===== config.mk =====
export PLATFORM = sky130hd
export DESIGN_NAME = adder_arb
export DESIGN_NICKNAME = d
export VERILOG_FILES = /design/src/rtl/adder_arb.sv
export SDC_FILE = /design/constraint.sdc
export NUM_CORES = 1
export LEC_CHECK = 0
export CAP_MARGIN = 20
export CORE_MARGIN = 2
export CORE_UTILIZATION = 35
export CTS_CLUSTER_SIZE = 28
export DETAILED_ROUTE_END_ITERATION = 6
export GPL_TIMING_DRIVEN = 0
export PLACE_DENSITY = 0.77
export SYNTH_ARGS = -nofsm -noshare
export SYNTH_HDL_FRONTEND = slang
export SYNTH_SLANG_ARGS = --single-unit

===== constraint.sdc =====
create_clock -name clk -period 3.4 [get_ports clk]
set_input_delay 0.51 -clock clk [delete_from_list [all_inputs] [get_ports clk]]
set_output_delay 0.51 -clock clk [all_outputs]
set_load 0.02 [all_outputs]

===== src/rtl/adder_arb.sv =====
// adder_arb: two clients share one W+1-bit adder through a round-robin arbiter.
// A grant is held for as long as its owner keeps requesting. When the owner
// releases while the other client is waiting, ownership hands over on the
// same edge.
module adder_arb #(
    parameter int W = 8
) (
    input  logic         clk,
    input  logic         rst,
    input  logic         req0,
    input  logic [W-1:0] a0,
    input  logic [W-1:0] b0,
    input  logic         req1,
    input  logic [W-1:0] a1,
    input  logic [W-1:0] b1,
    output logic         gnt0,
    output logic         gnt1,
    output logic [W:0]   sum_out,
    output logic         busy
);

    localparam logic [1:0] IDLE = 2'd0;
    localparam logic [1:0] OWN0 = 2'd1;
    localparam logic [1:0] OWN1 = 2'd2;

    logic [1:0]   state_q, state_d;
    logic         last_q, last_d;
    logic [W-1:0] op_a, op_b;

    // Next-state arbitration: the owner keeps the adder while it requests; on a tie in IDLE, the client not served last wins.
    always_comb begin
        state_d = IDLE;
        case (state_q)
            IDLE: begin
                if (req0 && req1) state_d = last_q ? OWN0 : OWN1;
                else if (req0)    state_d = OWN0;
                else if (req1)    state_d = OWN1;
                else              state_d = IDLE;
            end
            OWN0: begin
                if (req0)      state_d = OWN0;
                else if (req1) state_d = OWN1;
                else           state_d = IDLE;
            end
            OWN1: begin
                if (req1)      state_d = OWN1;
                else if (req0) state_d = OWN0;
                else           state_d = IDLE;
            end
            default: state_d = IDLE;
        endcase
    end

    // Round-robin pointer: remember whichever client is entering ownership.
    always_comb begin
        last_d = last_q;
        if (state_d == OWN0 && state_q != OWN0) last_d = 1'b0;
        if (state_d == OWN1 && state_q != OWN1) last_d = 1'b1;
    end

    // State and pointer registers. Reset leaves last=1 so client 0 wins the first tie.
    always_ff @(posedge clk) begin
        if (rst) begin
            state_q <= IDLE;
            last_q  <= 1'b1;
        end else begin
            state_q <= state_d;
            last_q  <= last_d;
        end
    end

    // Operand mux: only the owner's operands reach the adder; IDLE feeds zeros.
    always_comb begin
        op_a = '0;
        op_b = '0;
        case (state_q)
            OWN0: begin
                op_a = a0;
                op_b = b0;
            end
            OWN1: begin
                op_a = a1;
                op_b = b1;
            end
            default: begin
                op_a = '0;
                op_b = '0;
            end
        endcase
    end

    assign sum_out = {1'b0, op_a} + {1'b0, op_b};
    assign gnt0    = (state_q == OWN0);
    assign gnt1    = (state_q == OWN1);
    assign busy    = gnt0 | gnt1;

endmodule


==> key figures <==
Outcome
  • Status: finished clean

Critical path
  • CP Data Arrival Time: 2.79 ns
  • Crit path max fanout: 9
  • Worst Path Buf+Inv: 3
  • Crit end category: output pin
  • CP Cell Sequence: inv_1 -> ha_1 -> buf_2 -> a22oi_1 -> nor2b_1 -> ha_1 -> fa_2 -> a21o_1 -> a21oi_2 -> o21ai_1 -> o41a_1 -> buf_2
  • Crit path max-delay family: compound AO/OA/AOI/OAI gates
  • Slowest stage delay, CP: 0.36 ns
  • Reg2Reg Setup Slack: 1.89 ns
  • Slowest stage cell, crit path: fa_2
  • Crit path launch type: register
  • CP Data Required Time: 2.89 ns
  • CP Class: reg2out

STA
  • Max Clock Skew: 0.00433 ns
  • Fin. max-slew vios: 0
  • Max Clk Rate: 303 MHz
  • Tcrit/Tclk final: 97.1%
  • Relative slew slack: 80.7%
  • Final hold viol count: 0
  • Total negative slack: 0 ns
  • Worst setup margin: 0.0975 ns
  • Worst slew pin tran: 0.287 ns
  • Minimum clock period: 3.30 ns
  • Hold_ws: 0.569 ns
  • RSZ-0062 raised after global routing: true
  • Final setup vio count: 0

Route
  • Antenna Violating Nets Remaining: 0
  • DRC Markers: 0
  • Wirelength per Cell: 12.8 microns
  • DRT iter0 DRCs: 30
  • DR vias/cell: 5.24
  • DRT Wirelength: 2.30 mm
  • First-pass iteration count of the detailed router: 4
  • DR vias: 944

Global route
  • Overflow after GRT: 0
  • Global-route wire length before repair: 3.70 mm
  • GR Util All Layers: 18.4%
  • Vias in the first global route: 894
  • Initial antenna violation count: 0
  • Pin count of the biggest net entering global routing: 11

Yosys
  • Synth top cells by count: nor2b_1, a22oi_1, ha_1
  • Unique masters post-synth: 27
  • Synth Area per Inst: 7.54 sq um
  • Cell Area, Synth: 769 sq um
  • Area leader, netlist: ha_1
  • Top-count cell post-synth: nor2b_1
  • Post-Syn Nets: 151
  • Post-synth EDFFs: 0
  • Yosys warns: 0
  • Synth top area share: 19.5%
  • Yosys reg bits: 3
  • Sequential-to-total area share from yosys stat: 7.80%
  • Most used DFF post-synth: dfxtp_1
  • Syn Inst Count: 102
  • Largest cells by area after synthesis: ha_1, a22oi_1, nor2b_1, dfxtp_1, o211ai_1
  • Ys async rst share: 0%

Floorplan
  • Die X: 50.9 microns
  • Initial core utilization: 38.1%
  • Num rows: 16
  • Die H: 50.9 microns
  • I/O pin count: 48
  • Die area: 2590 sq um
  • Core area: 2020 sq um

CTS
  • CTS buffer count: 3
  • CTS Root Cell: clkbuf_4
  • H-Tree Depth: 1
  • Sink Count: 3
  • Max clock buf depth: 2
  • CTS tree: done
  • Worst-skew pair later-pin latency: 0.23 ns
  • Post-CTS setup buffer count: 0
  • Worst-path clk slew: 0.04 ns

Placement
  • Gpl congestion: 0.759
  • HPWL Detailed: 1.83 mm
  • Placement Setup Slack: -0.263 ns
  • PortBufs: 47
  • Placement Cell Area: 1270 sq um
  • Total placed cells including tap cells: 176

Finish
  • Non-filler instance count after layout: 180
  • Area Overhead vs Synth: 69.1%
  • Post-layout nets: 203
  • Post-Layout Inst Area: 1300 sq um
  • Final design utilization: 64.4%
  • # diodes: 0
  • Fraction of layout instances using a drive strength above 1: 12.4%

Pwr
  • Power density cells: 212 nW/um^2
  • LEAKAGE: 0.555 nW
  • Max VDD drop: 0.000135 V
  • Total power: 276 uW

Run
  • Number of max-cap violations: 0

Worst hold path
  • Hold crit path type: reg2reg
==> path summary, 6_finish.rpt <==
path | start | endpoint | cells after the start
max | state_q[1] | sum_out[8] | 12
min | last_q | last_q | 2
max reg2reg | state_q[1] | last_q | 7
min reg2reg | last_q | last_q | 2
==> repair_timing <==
item | in CTS | in global routing
hold buffers | 0 | 0
gates resized for setup | 16 | 15
pin swaps | 1 | 2
setup endpoints to repair | 5 | 6
==> cell type report <==
cell class | count | area (sq um)
Sequential cell | 3 | 61.3
Multi-Input combinational cell | 89 | 678
Timing Repair Buffer | 47 | 453
Clock buffer | 4 | 26.3
Inverter | 5 | 18.8
Buffer | 5 | 30.0
Fill cell | 177 | 721
Tap cell | 27 | 33.8
==> layout by cell type, fill, tap and decap left out, drive strengths merged, types with 3 or more instances in the layout <==
cell type       n
buf             5
o211ai          5
nor2            8
ha             12
inv             5
a22oi          16
nor3            3
nand2           4
xor2            3
dfxtp           3
xnor2           3
a21oi           4
clkdlybuf4s50  41
nor2b          17
o21ai           3
clkbuf          9
==> report_power, final <==
group	internal (mW)	switching (mW)	total, mW
Combinational	0.0941	0.0769	0.171
Clock	0.0440	0.0191	0.0631
Sequential	0.0391	0.00285	0.0420
Total	0.177	0.0988	0.276
==> cells by family after synthesis <==
group           share of synthesized area, %
xor+xnor                                6.83
flops                                   7.81
simple gates                            24.7
fa+ha+maj                               22.1
compound gates                          33.2
buf+inv                                 5.37
==> worst min-delay path: cells and delay by family, from the launching register on <==
| family | cells | cell delay [ns] |
|---|---|---|
| AOI/OAI and AO/OA | 2 | 0.17 |
| DFF | 1 | 0.36 |
==> flip-flops by register name, indices dropped and copies added (netlist names) <==
register,count
last_q,1
state_q,2
==> layer usage <==
layer	GRT usage, %	part of all wire (%)
met1	20.5	44
met2	36.4	50
met3	2.63	5.2
met4	4.05	0.35
met5	0	0
(Power assumes the default switching activity.)
